$ cat config.mk
export PLATFORM = sky130hd
export DESIGN_NAME = alu_seq_ctrl_flat
export DESIGN_NICKNAME = d
export VERILOG_FILES = /design/src/rtl/alu_seq_ctrl_pkg.sv /design/src/rtl/alu_seq_ctrl_if.sv /design/src/rtl/alu_seq_ctrl_addsub.sv /design/src/rtl/alu_seq_ctrl.sv /design/src/flat_wrapper.sv
export SDC_FILE = /design/constraint.sdc
export NUM_CORES = 1
export LEC_CHECK = 0
export BUFFER_PORTS_ARGS = -buffer_cell sky130_fd_sc_hd__buf_2
export CAP_MARGIN = 10
export CORE_MARGIN = 4
export CORE_UTILIZATION = 50
export CTS_CLUSTER_DIAMETER = 30
export CTS_CLUSTER_SIZE = 16
export DETAILED_ROUTE_END_ITERATION = 16
export GPL_ROUTABILITY_DRIVEN = 0
export PLACE_DENSITY = 0.74
export SLEW_MARGIN = 5
export SYNTH_ARGS = -nofsm -noshare
export SYNTH_HDL_FRONTEND = slang
export SYNTH_HIERARCHICAL = 1
export SYNTH_SLANG_ARGS = --single-unit
$ cat constraint.sdc
create_clock -name clk -period 3.44 [get_ports clk]
set_input_delay 0.344 -clock clk [delete_from_list [all_inputs] [get_ports clk]]
set_output_delay 0.344 -clock clk [all_outputs]
set_load 0.03 [all_outputs]
$ cat src/rtl/alu_seq_ctrl_pkg.sv
// Shared encodings for the sequenced add/sub ALU: op codes, controller states and the
// pass-counter width helper.
package alu_seq_pkg;

   localparam int DEF_WIDTH = 4;

   typedef enum logic [1:0] {
      OP_ADD = 2'b00,
      OP_SUB = 2'b01,
      OP_MUL = 2'b10,
      OP_DIV = 2'b11
   } op_e;

   typedef enum logic [1:0] {
      S_IDLE = 2'b00,
      S_EXEC = 2'b01,
      S_ITER = 2'b10,
      S_DONE = 2'b11
   } state_e;

   function automatic int cnt_width(input int width);
      return (width > 1) ? $clog2(width) : 1;
   endfunction

endpackage

$ cat src/rtl/alu_seq_ctrl_if.sv
// Operand/control front-end to result back-end bus of the sequenced ALU.
// master drives the request, slave (the ALU) returns status and results.
interface alu_seq_ctrl_if #(parameter int WIDTH = 4);

   logic             start;
   logic [1:0]       op;
   logic [WIDTH-1:0] a;
   logic [WIDTH-1:0] b;
   logic             busy;
   logic             done;
   logic [WIDTH-1:0] res_lo;
   logic [WIDTH-1:0] res_hi;
   logic             carry;
   logic             zf;
   logic             of;
   logic             dz;

   modport master (
      output start, op, a, b,
      input  busy, done, res_lo, res_hi, carry, zf, of, dz
   );

   modport slave (
      input  start, op, a, b,
      output busy, done, res_lo, res_hi, carry, zf, of, dz
   );

endinterface

$ cat src/rtl/alu_seq_ctrl_addsub.sv
// The one shared WIDTH-bit add/sub unit: ctl=0 gives x+y, ctl=1 gives x+~y+1.
// cout is bit WIDTH of that sum (carry-out for add, no-borrow for subtract).
module addsub_unit #(
   parameter int WIDTH = 4
) (
   input  logic [WIDTH-1:0] x,
   input  logic [WIDTH-1:0] y,
   input  logic             ctl,
   output logic [WIDTH-1:0] sum,
   output logic             cout
);

   logic [WIDTH-1:0] y_s;
   logic [WIDTH:0]   full_s;

   // Two's-complement subtract through the same adder
   always_comb begin
      if (ctl) begin
         y_s = ~y;
      end else begin
         y_s = y;
      end
      full_s = {1'b0, x} + {1'b0, y_s} + {{WIDTH{1'b0}}, ctl};
   end

   assign sum  = full_s[WIDTH-1:0];
   assign cout = full_s[WIDTH];

endmodule

$ cat src/rtl/alu_seq_ctrl.sv
// Sequencer that turns one add/sub unit into ADD/SUB/MUL(shift-add)/DIV(restoring).
// Define ALU_DIV_EN to build the divider; otherwise op=11 reports dz as "unsupported".
module alu_seq_ctrl
   import alu_seq_pkg::*;
#(
   parameter int WIDTH = DEF_WIDTH
) (
   input  logic          clk,
   input  logic          rst_n,
   alu_seq_ctrl_if.slave bus
);

   localparam int               CNT_W    = cnt_width(WIDTH);
   localparam logic [CNT_W-1:0] LAST_CNT = CNT_W'(WIDTH - 1);
   localparam logic [CNT_W-1:0] CNT_ONE  = CNT_W'(1);

   state_e           state_r;
   op_e              op_r;
   logic [WIDTH-1:0] a_r;
   logic [WIDTH-1:0] b_r;
   logic [WIDTH-1:0] hi_r;
   logic [WIDTH-1:0] lo_r;
   logic [CNT_W-1:0] cnt_r;

   logic             busy_r;
   logic             done_r;
   logic [WIDTH-1:0] res_lo_r;
   logic [WIDTH-1:0] res_hi_r;
   logic             carry_r;
   logic             zf_r;
   logic             of_r;
   logic             dz_r;

   logic [WIDTH-1:0] x_s;
   logic [WIDTH-1:0] y_s;
   logic             ctl_s;
   logic [WIDTH-1:0] sum_s;
   logic             cout_s;
   logic             of_s;
   logic [WIDTH-1:0] mul_sum_s;
   logic             mul_c_s;
   logic [WIDTH-1:0] mul_hi_s;
   logic [WIDTH-1:0] mul_lo_s;

   addsub_unit #(.WIDTH(WIDTH)) u_addsub (
      .x    (x_s),
      .y    (y_s),
      .ctl  (ctl_s),
      .sum  (sum_s),
      .cout (cout_s)
   );

`ifdef ALU_DIV_EN
   // rem only ever needs WIDTH bits between passes: a restoring step leaves rem < b.
   logic [WIDTH:0]   rem_sh_s;
   logic [WIDTH-1:0] div_rem_s;
   logic [WIDTH-1:0] div_q_s;

   assign rem_sh_s = {hi_r, lo_r[WIDTH-1]};

   // One restoring-divide pass: keep the trial difference when it does not borrow
   always_comb begin
      if (rem_sh_s[WIDTH] | cout_s) begin
         div_rem_s = sum_s;
         div_q_s   = {lo_r[WIDTH-2:0], 1'b1};
      end else begin
         div_rem_s = rem_sh_s[WIDTH-1:0];
         div_q_s   = {lo_r[WIDTH-2:0], 1'b0};
      end
   end
`endif

   // Operand mux for the shared unit, chosen by state and operation
   always_comb begin
      x_s   = a_r;
      y_s   = b_r;
      ctl_s = (op_r == OP_SUB);
      if (state_r == S_ITER) begin
         case (op_r)
            OP_MUL: begin
               x_s   = hi_r;
               y_s   = a_r;
               ctl_s = 1'b0;
            end
`ifdef ALU_DIV_EN
            OP_DIV: begin
               x_s   = rem_sh_s[WIDTH-1:0];
               y_s   = b_r;
               ctl_s = 1'b1;
            end
`endif
            default: begin
               x_s   = a_r;
               y_s   = b_r;
               ctl_s = 1'b0;
            end
         endcase
      end else begin
         ctl_s = (op_r == OP_SUB);
      end
   end

   // Signed overflow and one shift-add multiply pass
   always_comb begin
      if (op_r == OP_SUB) begin
         of_s = (a_r[WIDTH-1] != b_r[WIDTH-1]) && (sum_s[WIDTH-1] != a_r[WIDTH-1]);
      end else begin
         of_s = (a_r[WIDTH-1] == b_r[WIDTH-1]) && (sum_s[WIDTH-1] != a_r[WIDTH-1]);
      end
      if (lo_r[0]) begin
         mul_sum_s = sum_s;
         mul_c_s   = cout_s;
      end else begin
         mul_sum_s = hi_r;
         mul_c_s   = 1'b0;
      end
      mul_hi_s = {mul_c_s, mul_sum_s[WIDTH-1:1]};
      mul_lo_s = {mul_sum_s[0], lo_r[WIDTH-1:1]};
   end

   // Controller FSM with registered status and result outputs
   always_ff @(posedge clk or negedge rst_n) begin
      if (!rst_n) begin
         state_r  <= S_IDLE;
         op_r     <= OP_ADD;
         a_r      <= {WIDTH{1'b0}};
         b_r      <= {WIDTH{1'b0}};
         hi_r     <= {WIDTH{1'b0}};
         lo_r     <= {WIDTH{1'b0}};
         cnt_r    <= {CNT_W{1'b0}};
         busy_r   <= 1'b0;
         done_r   <= 1'b0;
         res_lo_r <= {WIDTH{1'b0}};
         res_hi_r <= {WIDTH{1'b0}};
         carry_r  <= 1'b0;
         zf_r     <= 1'b0;
         of_r     <= 1'b0;
         dz_r     <= 1'b0;
      end else begin
         case (state_r)
            S_IDLE: begin
               if (bus.start) begin
                  op_r   <= op_e'(bus.op);
                  a_r    <= bus.a;
                  b_r    <= bus.b;
                  busy_r <= 1'b1;
                  dz_r   <= 1'b0;
                  cnt_r  <= {CNT_W{1'b0}};
                  case (op_e'(bus.op))
                     OP_MUL: begin
                        hi_r    <= {WIDTH{1'b0}};
                        lo_r    <= bus.b;
                        state_r <= S_ITER;
                     end
`ifdef ALU_DIV_EN
                     OP_DIV: begin
                        hi_r    <= {WIDTH{1'b0}};
                        lo_r    <= bus.a;
                        state_r <= (bus.b == {WIDTH{1'b0}}) ? S_EXEC : S_ITER;
                     end
`endif
                     default: begin
                        state_r <= S_EXEC;
                     end
                  endcase
               end
            end
            S_EXEC: begin
               state_r <= S_DONE;
               done_r  <= 1'b1;
               carry_r <= 1'b0;
               zf_r    <= 1'b0;
               of_r    <= 1'b0;
               case (op_r)
                  OP_ADD, OP_SUB: begin
                     res_lo_r <= sum_s;
                     res_hi_r <= {WIDTH{1'b0}};
                     carry_r  <= cout_s;
                     zf_r     <= (sum_s == {WIDTH{1'b0}});
                     of_r     <= of_s;
                  end
                  OP_DIV: begin
`ifdef ALU_DIV_EN
                     res_lo_r <= {WIDTH{1'b1}};
                     res_hi_r <= a_r;
`else
                     res_lo_r <= {WIDTH{1'b0}};
                     res_hi_r <= {WIDTH{1'b0}};
`endif
                     dz_r     <= 1'b1;
                  end
                  default: begin
                     res_lo_r <= {WIDTH{1'b0}};
                     res_hi_r <= {WIDTH{1'b0}};
                  end
               endcase
            end
            S_ITER: begin
               if (cnt_r == LAST_CNT) begin
                  cnt_r   <= {CNT_W{1'b0}};
                  state_r <= S_DONE;
                  done_r  <= 1'b1;
                  of_r    <= 1'b0;
               end else begin
                  cnt_r <= cnt_r + CNT_ONE;
               end
               case (op_r)
                  OP_MUL: begin
                     hi_r <= mul_hi_s;
                     lo_r <= mul_lo_s;
                     if (cnt_r == LAST_CNT) begin
                        res_lo_r <= mul_lo_s;
                        res_hi_r <= mul_hi_s;
                        carry_r  <= (mul_hi_s != {WIDTH{1'b0}});
                        zf_r     <= ({mul_hi_s, mul_lo_s} == {(2 * WIDTH){1'b0}});
                     end
                  end
`ifdef ALU_DIV_EN
                  OP_DIV: begin
                     hi_r <= div_rem_s;
                     lo_r <= div_q_s;
                     if (cnt_r == LAST_CNT) begin
                        res_lo_r <= div_q_s;
                        res_hi_r <= div_rem_s;
                        carry_r  <= 1'b0;
                        zf_r     <= (div_q_s == {WIDTH{1'b0}});
                     end
                  end
`endif
                  default: begin
                     hi_r <= hi_r;
                  end
               endcase
            end
            S_DONE: begin
               state_r <= S_IDLE;
               done_r  <= 1'b0;
               busy_r  <= 1'b0;
            end
            default: begin
               state_r <= S_IDLE;
               done_r  <= 1'b0;
               busy_r  <= 1'b0;
            end
         endcase
      end
   end

   assign bus.busy   = busy_r;
   assign bus.done   = done_r;
   assign bus.res_lo = res_lo_r;
   assign bus.res_hi = res_hi_r;
   assign bus.carry  = carry_r;
   assign bus.zf     = zf_r;
   assign bus.of     = of_r;
   assign bus.dz     = dz_r;

endmodule

$ cat src/flat_wrapper.sv
// flat-port wrapper written by rule: the top's interface ports become plain ports
module alu_seq_ctrl_flat import alu_seq_pkg::*;
#(
   parameter int WIDTH = DEF_WIDTH
)
  (clk, rst_n, bus_start, bus_op, bus_a, bus_b, bus_busy, bus_done, bus_res_lo, bus_res_hi, bus_carry, bus_zf, bus_of, bus_dz);
  alu_seq_ctrl_if #(.WIDTH(WIDTH)) bus_i ();
  input  logic clk;
  input  logic rst_n;
  input wire logic [$bits(bus_i.start)-1:0] bus_start;
  input wire logic [$bits(bus_i.op)-1:0] bus_op;
  input wire logic [$bits(bus_i.a)-1:0] bus_a;
  input wire logic [$bits(bus_i.b)-1:0] bus_b;
  output wire logic [$bits(bus_i.busy)-1:0] bus_busy;
  output wire logic [$bits(bus_i.done)-1:0] bus_done;
  output wire logic [$bits(bus_i.res_lo)-1:0] bus_res_lo;
  output wire logic [$bits(bus_i.res_hi)-1:0] bus_res_hi;
  output wire logic [$bits(bus_i.carry)-1:0] bus_carry;
  output wire logic [$bits(bus_i.zf)-1:0] bus_zf;
  output wire logic [$bits(bus_i.of)-1:0] bus_of;
  output wire logic [$bits(bus_i.dz)-1:0] bus_dz;
  assign bus_i.start = bus_start;
  assign bus_i.op = bus_op;
  assign bus_i.a = bus_a;
  assign bus_i.b = bus_b;
  assign bus_busy = bus_i.busy;
  assign bus_done = bus_i.done;
  assign bus_res_lo = bus_i.res_lo;
  assign bus_res_hi = bus_i.res_hi;
  assign bus_carry = bus_i.carry;
  assign bus_zf = bus_i.zf;
  assign bus_of = bus_i.of;
  assign bus_dz = bus_i.dz;
  alu_seq_ctrl #(.WIDTH(WIDTH)) u_core (.clk(clk), .rst_n(rst_n), .bus(bus_i));
endmodule
### Word-level counts from Yosys, hierarchy flattened

Cells that the tools add are included.
Widths: inputs -> output; s select.

| cells by class | value |
|---|---|
| shift-type cells | 0 |
| reduce and logical (&&, ||, !) cells | 22 |
| muxes and demuxes | 49 |
| add/sub/neg operators | 3 |
| multiply operators | 0 |
| equality and inequality tests | 16 |
| magnitude comparators | 0 |
| bitwise operators | 1 |
| divide/modulo/power cells | 0 |

Operators with widths:

| operator | number |
|---|---|
| $mux 4 | 17 |
| $pmux 4 s2 | 4 |
| $mux 1 | 15 |
| $eq 2x2->1 const B | 6 |
| $reduce_and 2->1 | 6 |
| $mux 2 | 5 |
| $ne 2x2->1 const B | 5 |
| $pmux 1 s2 | 5 |
| $logic_not 8->1 | 1 |
| $pmux 2 s4 | 1 |
| $reduce_bool 2->1 | 4 |
| $reduce_and 3->1 | 2 |
| $add 4x4->5 | 1 |
| $add 5x1->5 | 1 |
| $eq 2x1->1 const B | 2 |
| $logic_not 2->1 | 2 |
| $logic_not 4->1 | 1 |
| $not 4->4 | 1 |
| $pmux 2 s2 | 1 |
| $reduce_and 4->1 | 1 |
| $reduce_bool 4->1 | 1 |
| $pmux 1 s3 | 1 |
| $reduce_bool 3->1 | 1 |
| $add 2x1->2 const B | 1 |
| other kinds (4) | 6 |

| word-level totals | value |
|---|---|
| register bits | 36 |
| bits in read-only memories | 0 |
| input bits | 13 |
| memories kept | 0 |
| word-level logic and storage cells | 106 |
| RAM bits | 0 |
| bits in latches | 0 |

### Logic depth before layout (Yosys ltp)

| depth | value |
|---|---|
| depth in word-level cells | 12 |
| mapped depth | 15 |

### Hierarchy

The synthesis kept the hierarchy.

By module, submodules not included:

| module | area an instance (um2) | instances | cells an instance |
|---|---|---|---|
| alu_seq_ctrl | 1,888.1 | 1 | 166 |
| addsub_unit | 180.2 | 1 | 20 |

### Least setup slack after synthesis

No wires, ideal clock.

| timing | value |
|---|---|
| path kind | register to register |
| from | reg u_core.state_r[0] |
| to | reg u_core.zf_r (netlist: u_core/bus.zf) |
| required time | 3,315 ps |
| path buffers | 2 |
| path slack | -5 ps |
| arrival time | 3,321 ps |
| stages on the path, launching flop included | 16 |
| setup time | 125 ps |
| cell sequence | dfrtp_1 -> inv_1 -> ha_1 -> buf_2 -> buf_2 -> nand2_1 -> mux2_2 -> xor2_1 -> ha_1 -> inv_1 -> or4_1 -> nand4_1 -> nor3_1 -> a31oi_1 -> o21ai_0 -> mux2_2 |

| between the ends | value |
|---|---|
| longest elaborated chain between the ends | 11 |

Ends and longest elaborated chain:

| item | line | source |
|---|---|---|
| from (decl) | alu_seq_ctrl.sv:17 | `state_e state_r;` |
| from (signal assigned) | alu_seq_ctrl.sv:124 | `state_r <= S_IDLE;` |
| from (signal assigned) | alu_seq_ctrl.sv:153 | `state_r <= S_ITER;` |
| from (signal assigned) | alu_seq_ctrl.sv:163 | `state_r <= S_EXEC;` |
| $eq 2x2->1 * | alu_seq_ctrl.sv:78 | `if (state_r == S_ITER) begin` |
| $mux 4 * | alu_seq_ctrl.sv:78 |  |
| net u_core.y_s[3] | alu_seq_ctrl.sv:35 | `logic [WIDTH-1:0] y_s;` |
| $not 4->4 | alu_seq_ctrl_addsub.sv:19 | `y_s = ~y;` |
| $mux 4 * | alu_seq_ctrl_addsub.sv:18 | `if (ctl) begin` |
| $add 4x4->5 * | alu_seq_ctrl_addsub.sv:23 | `full_s = {1'b0, x} + {1'b0, y_s} + {{WIDTH{1'b0}}, ctl};` |
| $add 5x1->5 * | alu_seq_ctrl_addsub.sv:23 |  |
| net u_core.sum_s[3] | alu_seq_ctrl.sv:37 | `logic [WIDTH-1:0] sum_s;` |
| $mux 4 | alu_seq_ctrl.sv:110 | `if (lo_r[0]) begin` |
| $logic_not 8->1 | alu_seq_ctrl.sv:215 | `zf_r <= ({mul_hi_s, mul_lo_s} == {(2 * WIDTH){1'b0}});` |
| $mux 1 | alu_seq_ctrl.sv:211 | `if (cnt_r == LAST_CNT) begin` |
| $mux 1 | alu_seq_ctrl.sv:207 | `case (op_r)` |
| $pmux 1 s2 * | alu_seq_ctrl.sv:140 | `case (state_r)` |
| to (signal assigned) | alu_seq_ctrl.sv:179 | `zf_r <= (sum_s == {WIDTH{1'b0}});` |
| to (signal assigned) | alu_seq_ctrl.sv:215 |  |
| to (decl) | alu_seq_ctrl.sv:30 | `logic zf_r;` |

The timed path passes the listed nets; every way through them passes the cells marked *. The select of a mux whose other input is x is not followed.
A chain may end at the register's enable or synchronous reset.

### Final worst setup path

Ends and elaborated chain as after synthesis.

==> flow_metrics.env <==
export IMPL_path_max_fanout=9
export IMPL_reg2reg_depth=13
export IMPL_r2r_end="u_core/bus.zf"
export IMPL_finalHoldViolCount=0
export IMPL_grt_max_degree=37
export IMPL_grt_pass1_wl_um=6955
export IMPL_vias=1473
export IMPL_io_pins=27
export IMPL_drive_above_1_share_pct=32.87
export IMPL_area_growth_pct=13.13
export IMPL_synth_area_um2=2068
export IMPL_core_um2=4000
export IMPL_clk_latency_ns=0.28
export IMPL_grt_pass1_vias=1422
export IMPL_syn_area_per_cell_um2=11.12
export IMPL_setup_violations=0
export IMPL_synthTopCellsByCount="dfrtp_1 (36), mux2_2 (25), o21ai_0 (15), nand2_1 (12), nor2_1 (10)"
export IMPL_worst_slew_pin_slew_ns=0.7779
export IMPL_die_w_um=72.32
export IMPL_hpwlAfterDp_um=3075
export IMPL_avgRoutedWirePerCell_um=15.28
export IMPL_fin_skew_ns=0.004012
export IMPL_syn_nets=208
export IMPL_wl_um=4065
export IMPL_first_pass_iters=4
export IMPL_ys_flop_type="dfrtp_1"
export IMPL_cts_root_buf="clkbuf_8"
export IMPL_ant_nets=0
export IMPL_cts_max_level=2
export IMPL_finalCritPeriodShare_pct=91.77
export IMPL_initial_utilization_pct=51.70
export IMPL_synth_area_leaders="dfrtp_1 (44%), mux2_2 (14%), mux2_4 (5.8%)"
export IMPL_maxCapViolations=0
export IMPL_crit_chain="inv_1 > ha_1 > nand2_4 > mux2_2 > xor2_1 > ha_1 > inv_1 > or4_1 > nand4_1 > nor3_1 > a31oi_1 > o21ai_0 > mux2_2"
export IMPL_synthCells=186
export IMPL_clock_sinks=36
export IMPL_nets=237
export IMPL_grt_busiest_layer="met1"
export IMPL_synth_yosys_seq_area_share_pct=43.56
export IMPL_crit_required_ns=3.61
export IMPL_tns_ns=0
export IMPL_slowest_delay_ns=0.50
export IMPL_via_per_inst=5.538
export IMPL_grt_overflow=0
export IMPL_synth_seq_cells=36
export IMPL_rows=23
export IMPL_period_needed_ns=3.157
export IMPL_yosys_warnings=6
export IMPL_synthDominantCellAreaShare_pct=43.56
export IMPL_cts_buffers=5
export IMPL_use_met2_pct=25.18
export IMPL_antenna_cells=0
export IMPL_cts_max_path_buffers=2
export IMPL_holdBufCountCts=0
export IMPL_dieArea_um2=5229
export IMPL_cp_buffers_inverters=2
export IMPL_synth_async_reset_ratio_pct=100.0
export IMPL_worst_path_max_delay_cell="or4_1"
export IMPL_drcViolationCount=0
export IMPL_place_port_buffers=26
export IMPL_start_kind="register"
export IMPL_yosysTopAreaCell="dfrtp_1"
export IMPL_hold_path_class="input port to async pin"
export IMPL_drt_iter0_markers=118
export IMPL_timing_fmax_mhz=316.8
export IMPL_fill_cells=360
export IMPL_synth_edf_count=0
export IMPL_clkSlewWorstSetupHoldPaths_ns=0.07
export IMPL_multiInputGateArea_um2=1104
export IMPL_register_area_um2=900.9
export IMPL_cts_tree="built"
export IMPL_timing_hold_ws_ns=0.1401
export IMPL_yosysMostFrequentCell="dfrtp_1"
export IMPL_slew_headroom_pct=48.14
export IMPL_ys_types=37
export IMPL_antenna_found_initial=0
export IMPL_met3_usage_pct=4.294
export IMPL_die_h_um=72.32
export IMPL_cp_end_kind="register"
export IMPL_reg2reg_from="u_core/state_r[0]"
export IMPL_grtUsageTotal_pct=17.13
export IMPL_cpLargestDelayFamily="simple AND/OR/NAND/NOR gates"
export IMPL_worstPathArrival_ns=3.32
export IMPL_grt_met1_usage_pct=25.27
export IMPL_status="completed"
export IMPL_rsz0062_at_grt="no"
export IMPL_maxSlewViolCount=0
export IMPL_criticalPathCategory="register to register"
export IMPL_ff2ff_setup_slack_ns=0.28
-- per-stage QoR --
| stage | std cells | setup slack [ns] | utilization (%) | area, um^2 |
|---|---|---|---|---|
| floorplan | 186 | 0.07959 | - | 2071 |
| global placement | 258 | 0.3273 | 56.12 | 2245 |
| detailed placement | 258 | 0.2524 | 56.12 | 2245 |
| CTS | 266 | 0.2385 | 58.37 | 2335 |
| global route | 266 | 0.03610 | 58.49 | 2340 |
| finish | 266 | 0.2831 | 58.49 | 2340 |
-- cell type report --
type                       count  share of cell area (%)
multi-input combinational    135                   47.17
sequential                    36                   38.50
timing repair buffer          29                   6.524
clock buffer                   8                   3.850
tap                           50                   2.674
inverter                       8                   1.283
-- kinds of logic (layout without fill, tap and decap cells) --
group / after synthesis / count (layout) / share of synthesized area (%)
xor gates and xnor gates: 6 / 6 / 2.541
adders and majority gates: 9 / 9 / 5.808
AOI/OAI and AO/OA: 37 / 37 / 11.07
and+or+nand+nor: 43 / 43 / 10.77
muxes: 40 / 40 / 22.81
DFF: 36 / 36 / 43.56
buffers and inverters: 15 / 45 / 3.448
-- registers in the layout (all words and copies together) (netlist names) --
name and count:
u_core/bus.of 1, u_core/a_r 4, u_core/b_r 4, u_core/bus.carry 1, u_core/bus.busy 1, u_core/state_r 2, u_core/lo_r 4, u_core/bus.res_hi 4
u_core/bus.res_lo 4, u_core/bus.dz 1, u_core/bus.zf 1, u_core/hi_r 4, u_core/op_r 2, u_core/cnt_r 2, u_core/bus.done 1
-- per-layer routing --
layer  vias up  share of wire [%]
met2        40                 46
met3         4                5.6
met4         0                1.0
met5         -                  0
met1       704                 47
li1        725                  -
-- repair_timing --
action | CTS | global route
setup endpoints to repair | 0 | 1
setup buffers | 0 | 0
gates resized for setup | 0 | 1
-- cell usage in the layout, fill, tap and decap left out, types with 7 or more instances in the layout --
cell      n
mux2_2   25
nor2_1   10
ha_1      8
o21ai_0  15
inv_1     8
buf_2    26
a21oi_1   8
nand2_1  11
mux2i_1   7
mux2_4    8
dfrtp_1  36
-- worst max path at each step --
stage                           start             to  cells after the start
global route        u_core/state_r[0]  u_core/bus.zf                     13
finish              u_core/state_r[0]  u_core/bus.zf                     13
global placement    u_core/state_r[0]  u_core/bus.zf                     13
detailed placement  u_core/state_r[0]  u_core/bus.zf                     13
CTS                 u_core/state_r[0]  u_core/bus.zf                     13
floorplan           u_core/state_r[0]  u_core/bus.zf                     15
Power is not shown: default switching activity piles up to over one toggle a cycle in this logic, so the estimate is an artifact.
